==> src/rtl/rcu_clk_mon_if.sv <==
// Control/status bundle between the clock monitor and its register-side owner.
// The master drives configuration and enable; the slave is the monitor itself.
interface rcu_clk_mon_if #(
  parameter int WIN_WIDTH = 16,
  parameter int CNT_WIDTH = 16
);
  logic                 en_i;
  logic                 clr_i;
  logic [WIN_WIDTH-1:0] win_i;
  logic [CNT_WIDTH-1:0] lo_thr_i;
  logic [CNT_WIDTH-1:0] hi_thr_i;
  logic [CNT_WIDTH-1:0] cnt_o;
  logic                 valid_o;
  logic                 busy_o;
  logic                 lock_o;
  logic                 err_o;
  logic                 irq_o;

  modport master (
    output en_i, clr_i, win_i, lo_thr_i, hi_thr_i,
    input  cnt_o, valid_o, busy_o, lock_o, err_o, irq_o
  );

  modport slave (
    input  en_i, clr_i, win_i, lo_thr_i, hi_thr_i,
    output cnt_o, valid_o, busy_o, lock_o, err_o, irq_o
  );
endinterface

==> src/rtl/rcu_clk_mon.sv <==
// Frequency monitor for one RCU output clock: counts synchronised rising edges per window.
// Optional macro RCU_CLK_MON_IRQ_EN adds a sticky irq_o on lock loss / error set.
//
//   state     | meaning
//   ----------+---------------------------------------------------------
//   ST_IDLE   | monitor disabled, waiting for en_i
//   ST_SETTLE | SYNC_STAGES+1 cycles flushing stale synchroniser contents
//   ST_MEAS   | counting rises over a max(win_i,2)-cycle window
//   ST_CHECK  | publish count, range test, update streak/lock/err
module rcu_clk_mon #(
  parameter int WIN_WIDTH   = 16,
  parameter int CNT_WIDTH   = 16,
  parameter int SYNC_STAGES = 2,
  parameter int LOCK_CNT    = 4
) (
  input  logic         clk_i,
  input  logic         rst_n_i,
  input  logic         mon_clk_i,
  rcu_clk_mon_if.slave bus
);

  localparam int SET_W = $clog2(SYNC_STAGES + 1);
  localparam int STK_W = $clog2(LOCK_CNT + 1);

  localparam logic [SET_W-1:0]     SET_LOAD = SET_W'(SYNC_STAGES);
  localparam logic [STK_W-1:0]     STK_MAX  = STK_W'(LOCK_CNT);
  localparam logic [WIN_WIDTH-1:0] WIN_MIN  = WIN_WIDTH'(2);
  localparam logic [WIN_WIDTH-1:0] WIN_ONE  = WIN_WIDTH'(1);

  typedef enum logic [1:0] {
    ST_IDLE   = 2'd0,
    ST_SETTLE = 2'd1,
    ST_MEAS   = 2'd2,
    ST_CHECK  = 2'd3
  } state_t;

  state_t               state_q;
  state_t               state_d;
  logic                 meas_load;
  logic                 abort;
  logic                 chk_fire;

  logic [SYNC_STAGES-1:0] sync_q;
  logic                 edge_q;
  logic                 rise;

  logic [SET_W-1:0]     settle_q;
  logic [WIN_WIDTH-1:0] win_cnt_q;
  logic [WIN_WIDTH-1:0] win_load;
  logic [CNT_WIDTH-1:0] count_q;

  logic                 in_range;
  logic [STK_W-1:0]     streak_q;
  logic [STK_W-1:0]     streak_inc;
  logic                 lock_q;
  logic                 err_q;
  logic                 valid_q;
  logic [CNT_WIDTH-1:0] cnt_q;

  // Synchroniser runs in every state so SETTLE only has to wait it out.
  always_ff @(posedge clk_i or negedge rst_n_i) begin
    if (!rst_n_i) begin
      sync_q <= '0;
      edge_q <= 1'b0;
    end else begin
      sync_q <= {sync_q[SYNC_STAGES-2:0], mon_clk_i};
      edge_q <= sync_q[SYNC_STAGES-1];
    end
  end

  assign rise = sync_q[SYNC_STAGES-1] & ~edge_q;

  always_ff @(posedge clk_i or negedge rst_n_i) begin
    if (!rst_n_i) begin
      state_q <= ST_IDLE;
    end else begin
      state_q <= state_d;
    end
  end

  always_comb begin
    state_d   = state_q;
    meas_load = 1'b0;
    abort     = 1'b0;
    chk_fire  = 1'b0;
    case (state_q)
      ST_IDLE: begin
        if (bus.en_i) begin
          state_d = ST_SETTLE;
        end
      end
      ST_SETTLE: begin
        if (!bus.en_i) begin
          state_d = ST_IDLE;
          abort   = 1'b1;
        end else if (settle_q == '0) begin
          state_d   = ST_MEAS;
          meas_load = 1'b1;
        end
      end
      ST_MEAS: begin
        if (!bus.en_i) begin
          state_d = ST_IDLE;
          abort   = 1'b1;
        end else if (win_cnt_q == WIN_ONE) begin
          state_d = ST_CHECK;
        end
      end
      ST_CHECK: begin
        chk_fire = 1'b1;
        if (bus.en_i) begin
          state_d   = ST_MEAS;
          meas_load = 1'b1;
        end else begin
          state_d = ST_IDLE;
        end
      end
      default: begin
        state_d = ST_IDLE;
      end
    endcase
  end

  assign win_load = (bus.win_i < WIN_MIN) ? WIN_MIN : bus.win_i;

  always_ff @(posedge clk_i or negedge rst_n_i) begin
    if (!rst_n_i) begin
      settle_q <= '0;
    end else if (state_q == ST_IDLE && bus.en_i) begin
      settle_q <= SET_LOAD;
    end else if (state_q == ST_SETTLE && settle_q != '0) begin
      settle_q <= settle_q - SET_W'(1);
    end
  end

  // Window terminates when the down-counter reads 1, so the final cycle's rise still counts.
  always_ff @(posedge clk_i or negedge rst_n_i) begin
    if (!rst_n_i) begin
      win_cnt_q <= '0;
      count_q   <= '0;
    end else if (meas_load) begin
      win_cnt_q <= win_load;
      count_q   <= '0;
    end else if (state_q == ST_MEAS) begin
      win_cnt_q <= win_cnt_q - WIN_ONE;
      if (rise && count_q != '1) begin
        count_q <= count_q + CNT_WIDTH'(1);
      end
    end
  end

  assign in_range   = (count_q >= bus.lo_thr_i) && (count_q <= bus.hi_thr_i);
  assign streak_inc = (streak_q == STK_MAX) ? streak_q : streak_q + STK_W'(1);

  always_ff @(posedge clk_i or negedge rst_n_i) begin
    if (!rst_n_i) begin
      valid_q  <= 1'b0;
      cnt_q    <= '0;
      streak_q <= '0;
      lock_q   <= 1'b0;
    end else begin
      valid_q <= chk_fire;
      if (chk_fire) begin
        cnt_q <= count_q;
        if (in_range) begin
          streak_q <= streak_inc;
          lock_q   <= (streak_inc == STK_MAX);
        end else begin
          streak_q <= '0;
          lock_q   <= 1'b0;
        end
      end else if (abort) begin
        streak_q <= '0;
        lock_q   <= 1'b0;
      end
    end
  end

  // A new out-of-range result outranks a coincident clear.
  always_ff @(posedge clk_i or negedge rst_n_i) begin
    if (!rst_n_i) begin
      err_q <= 1'b0;
    end else if (chk_fire && !in_range) begin
      err_q <= 1'b1;
    end else if (bus.clr_i) begin
      err_q <= 1'b0;
    end
  end

`ifdef RCU_CLK_MON_IRQ_EN
  logic irq_evt_q;
  logic irq_q;

  always_ff @(posedge clk_i or negedge rst_n_i) begin
    if (!rst_n_i) begin
      irq_evt_q <= 1'b0;
      irq_q     <= 1'b0;
    end else begin
      irq_evt_q <= chk_fire && !in_range && (lock_q || !err_q);
      if (irq_evt_q) begin
        irq_q <= 1'b1;
      end else if (bus.clr_i) begin
        irq_q <= 1'b0;
      end
    end
  end

  assign bus.irq_o = irq_q;
`else
  assign bus.irq_o = 1'b0;
`endif

  assign bus.cnt_o   = cnt_q;
  assign bus.valid_o = valid_q;
  assign bus.busy_o  = (state_q != ST_IDLE);
  assign bus.lock_o  = lock_q;
  assign bus.err_o   = err_q;

endmodule

==> src/flat_wrapper.sv <==
// flat-port wrapper written by rule: the top's interface ports become plain ports
module rcu_clk_mon_flat 
#(
  parameter int WIN_WIDTH   = 16,
  parameter int CNT_WIDTH   = 16,
  parameter int SYNC_STAGES = 2,
  parameter int LOCK_CNT    = 4
)
  (clk_i, rst_n_i, mon_clk_i, bus_en_i, bus_clr_i, bus_win_i, bus_lo_thr_i, bus_hi_thr_i, bus_cnt_o, bus_valid_o, bus_busy_o, bus_lock_o, bus_err_o, bus_irq_o);
  rcu_clk_mon_if #(.WIN_WIDTH(WIN_WIDTH), .CNT_WIDTH(CNT_WIDTH)) bus_i ();
  input  logic clk_i;
  input  logic rst_n_i;
  input  logic mon_clk_i;
  input wire logic [$bits(bus_i.en_i)-1:0] bus_en_i;
  input wire logic [$bits(bus_i.clr_i)-1:0] bus_clr_i;
  input wire logic [$bits(bus_i.win_i)-1:0] bus_win_i;
  input wire logic [$bits(bus_i.lo_thr_i)-1:0] bus_lo_thr_i;
  input wire logic [$bits(bus_i.hi_thr_i)-1:0] bus_hi_thr_i;
  output wire logic [$bits(bus_i.cnt_o)-1:0] bus_cnt_o;
  output wire logic [$bits(bus_i.valid_o)-1:0] bus_valid_o;
  output wire logic [$bits(bus_i.busy_o)-1:0] bus_busy_o;
  output wire logic [$bits(bus_i.lock_o)-1:0] bus_lock_o;
  output wire logic [$bits(bus_i.err_o)-1:0] bus_err_o;
  output wire logic [$bits(bus_i.irq_o)-1:0] bus_irq_o;
  assign bus_i.en_i = bus_en_i;
  assign bus_i.clr_i = bus_clr_i;
  assign bus_i.win_i = bus_win_i;
  assign bus_i.lo_thr_i = bus_lo_thr_i;
  assign bus_i.hi_thr_i = bus_hi_thr_i;
  assign bus_cnt_o = bus_i.cnt_o;
  assign bus_valid_o = bus_i.valid_o;
  assign bus_busy_o = bus_i.busy_o;
  assign bus_lock_o = bus_i.lock_o;
  assign bus_err_o = bus_i.err_o;
  assign bus_irq_o = bus_i.irq_o;
  rcu_clk_mon #(.WIN_WIDTH(WIN_WIDTH), .CNT_WIDTH(CNT_WIDTH), .SYNC_STAGES(SYNC_STAGES), .LOCK_CNT(LOCK_CNT)) u_core (.clk_i(clk_i), .rst_n_i(rst_n_i), .mon_clk_i(mon_clk_i), .bus(bus_i));
endmodule
==> config.mk <==
export PLATFORM = sky130hd
export DESIGN_NAME = rcu_clk_mon_flat
export DESIGN_NICKNAME = d
export VERILOG_FILES = /design/src/rtl/rcu_clk_mon_if.sv /design/src/rtl/rcu_clk_mon.sv /design/src/flat_wrapper.sv
export SDC_FILE = /design/constraint.sdc
export NUM_CORES = 1
export LEC_CHECK = 0
export BUFFER_PORTS_ARGS = -buffer_cell sky130_fd_sc_hd__buf_2
export CAP_MARGIN = 20
export CORE_UTILIZATION = 51
export DETAILED_ROUTE_END_ITERATION = 10
export PLACE_DENSITY = 0.8
export SYNTH_ARGS = -nofsm -noshare
export SYNTH_HDL_FRONTEND = slang
export SYNTH_SLANG_ARGS = --single-unit
==> constraint.sdc <==
create_clock -name clk_i -period 1.73 [get_ports clk_i]
set_input_delay 0.173 -clock clk_i [delete_from_list [all_inputs] [get_ports clk_i]]
set_output_delay 0.173 -clock clk_i [all_outputs]
set_load 0.01 [all_outputs]
==> flow_metrics.py <==
metrics = {
    "run_status": {
        "status": "complete, but fails checks",
        "violations": "setup timing",
    },
    "timing": {
        "fin_crit_ns": 2.094,
        "period_share_pct": 121.1,
        "slew_headroom_pct": 43.56,
        "fin_skew_ns": 0.01208,
        "fin_ws_ns": -0.3642,
        "setup_viol": 24,
        "finalHoldViolations": 0,
        "timing.fmax_mhz": 477.5,
        "rsz0062_at_grt": "yes",
        "worst_slew_pin_slew_ns": 0.8388,
        "slew_violations": 0,
    },
    "global_route": {
        "globalRouteTotalUtil_pct": 28.03,
        "grt_overflow_total": 0,
        "grt_max_degree": 62,
        "grt_pass1_wl_mm": 16.53,
        "antenna_found_initial": 0,
        "grt_pass1_vias": 3614,
    },
    "layout": {
        "drive_gt1_share_pct": 45.28,
        "nets": 663,
        "postLayoutCellArea_sq_um": 5679,
        "antenna_cells": 0,
        "instances_no_fill": 671,
        "syn_to_final_growth_pct": 46.70,
        "nFillCells": 441,
        "final_common_cell": "buf_2",
        "final_cell_mix": "buf_2, buf_4, dfrtp_1",
    },
    "cts": {
        "cts_tree": "done",
        "cts_inserted_buffers": 9,
        "h-tree-depth": 3,
        "clock-root-buffer": "clkbuf_8",
        "clock_latency_ns": 0.35,
        "numClockSinks": 61,
        "cts_buffer_depth": 2,
        "clk_pin_slew_ns": 0.07,
    },
    "floorplan": {
        "die_w_um": 89.13,
        "die_h_um": 89.13,
        "core_sq_um": 7292,
        "dieArea_sq_um": 7943,
        "fp-row-count": 31,
        "ioPinCount": 74,
        "start_util_pct": 53.09,
    },
    "synth": {
        "syn_inst": 413,
        "synthTopCellsByArea": "dfrtp_1, ha_1, mux2_2",
        "synth.distinct_cells": 54,
        "synth-edff-count": 0,
        "ys_seq_area_share_pct": 39.43,
        "synth_top_area_share_pct": 39.43,
        "syn-num-nets": 508,
        "yosysTopAreaCell": "dfrtp_1",
        "avgSynthCellArea_sq_um": 9.373,
        "async_flop_share_pct": 100.0,
        "ys_ff_latch": 61,
        "synthFlopType": "dfrtp_1",
        "syn_area_sq_um": 3871,
        "yosys_warnings": 0,
    },
    "drt": {
        "drc": 0,
        "first_pass_iters": 4,
        "routedWlPerCell_um": 18.07,
        "vias": 3837,
        "drtIter0Drc": 297,
        "wl_mm": 12.13,
        "ant_nets": 0,
        "vias_per_cell": 5.718,
    },
    "worst_setup_path": {
        "cp_cell_sequence": "ha_4 -> a21oi_1 -> o21ai_1 -> a221oi_2 -> o211a_1 -> o21ai_4 -> buf_4 -> a22o_1",
        "required_ns": 1.97,
        "worstSetupStartpointType": "register",
        "crit_type": "register to register",
        "worst-endpoint-arrival_ns": 2.34,
        "crit_slowest_cell": "dfrtp_2",
        "crit_fanout": 3,
        "slowest_delay_ns": 0.46,
        "end_kind": "register",
    },
    "placed_design": {
        "pre_cts_ws_ns": -0.2389,
        "postPlaceCellArea_sq_um": 4836,
        "gp_congestion": 0.8892,
        "portBuffers": 72,
        "dp_cells": 636,
        "hpwl_mm": 7.082,
    },
    "pwr": {
        "ir_drop_mv": 0.9234,
        "power.static_leakage_nw": 2.758,
        "power_density_nw_per_um2": 1390,
    },
    "run": {
        "cap_violations": 0,
    },
    "hold_path": {
        "min_path_type": "input pin to register",
    },
}
==> path summary, 6_finish.rpt <==
path / from / to / slack (ns) / cells past startpoint
max: u_core.count_q[7] / u_core.bus.err_o / -0.36 / 8
max reg2reg: u_core.count_q[7] / u_core.bus.err_o / -0.36 / 8
max in group asynchronous: rst_n_i / u_core.count_q[10] / 1.06 / 3
min: bus_win_i[0] / u_core.win_cnt_q[0] / 0.04 / 3
min reg2reg: u_core.sync_q[0] / u_core.sync_q[1] / 0.35 / 0
min in group asynchronous: rst_n_i / u_core.bus.cnt_o[8] / 0.35 / 3
==> synth_stat cells (all sizes together), types with 3 or more instances <==
cell,instances
xor2,11
a211oi,3
nand4,10
nand3,12
nand2,38
dfrtp,61
ha,42
inv,46
buf,7
clkbuf,4
nor2b,5
a21oi,23
nor4,5
nand3b,3
o21ai,27
o211ai,3
a221oi,3
nor2,30
xnor2,16
and3,9
mux2,17
nor3,13
==> where the power goes <==
part / switching (mW) / total (mW) / internal (mW)
registers: 0.490 / 2.43 / 1.94
clock network: 0.585 / 1.32 / 0.739
logic: 2.08 / 4.14 / 2.06
total: 3.15 / 7.90 / 4.74
==> layout make-up <==
| cell class | instances | area, sq um | share of cell area, % |
|---|---|---|---|
| inverter | 46 | 175.2 | 3.084 |
| multi-input combinational | 296 | 2603 | 45.83 |
| timing repair buffer | 154 | 1054 | 18.55 |
| clock buffer | 14 | 162.7 | 2.864 |
| clock inverter | 1 | 30.03 | 0.5288 |
| sequential | 61 | 1531 | 26.97 |
| tap | 99 | 123.9 | 2.181 |
==> critical path, delay by kind of cell, from the launching register on <==
| family | cells | cell delay (ns) |
|---|---|---|
| AOI/OAI and AO/OA | 6 | 1.14 |
| adders and majority gates | 1 | 0.25 |
| buffers and inverters | 1 | 0.14 |
| DFF | 1 | 0.46 |
==> cell families after synthesis <==
kind of cell | after synthesis | synth area share (%)
AOI/OAI and AO/OA | 76 | 12.44
xor gates and xnor gates | 27 | 6.108
adders and majority gates | 42 | 13.57
DFF | 61 | 39.43
other | 1 | 0.09687
muxes | 19 | 5.559
buffers and inverters | 57 | 5.656
and+or+nand+nor | 130 | 17.13
==> registers in the layout, indices dropped and copies added, names as in the netlist <==
name,flops
u_core.bus.cnt_o,16
u_core.bus.valid_o,1
u_core.sync_q,2
u_core.streak_q,3
u_core.state_q,2
u_core.win_cnt_q,16
u_core.count_q,16
u_core.bus.err_o,1
u_core.settle_q,2
u_core.edge_q,1
u_core.bus.lock_o,1
==> per-stage QoR <==
| stage | setup TNS [ns] | utilization (%) | hold WS [ns] | total power [mW] |
|---|---|---|---|---|
| 6_report | -2.822 | 77.88 | 0.03519 | 7.897 |
| 5_1_grt | -4.247 | 77.88 | 0.05928 | 8.354 |
| 4_1_cts | -1.263 | 72.00 | 0.04426 | 7.096 |
| 3_5_place_dp | -2.862 | 66.32 | 0.2100 | 5.634 |
| 3_3_place_gp | -1.336 | 66.32 | 0.2082 | 5.445 |
| 2_1_floorplan | -0.09375 | - | -0.1226 | 4.191 |
==> per-layer routing <==
| metal | part of all wire, % | up-vias | track usage (%) |
|---|---|---|---|
| li1 | - | 1749 | - |
| met1 | 39 | 1861 | 32.34 |
| met2 | 51 | 174 | 48.44 |
| met3 | 5.1 | 53 | 5.910 |
| met4 | 5.0 | 0 | 15.87 |
| met5 | 0 | - | 0 |
==> repair_timing <==
action,4_1_cts,5_1_grt
hold buffers,2,0
buffers inserted,6,13
hold endpoints to repair,62,0
setup endpoints to repair,28,35
cloned,0,1
pin swaps,21,36
resized for setup,34,65
Power figures use the tool's default switching activity.
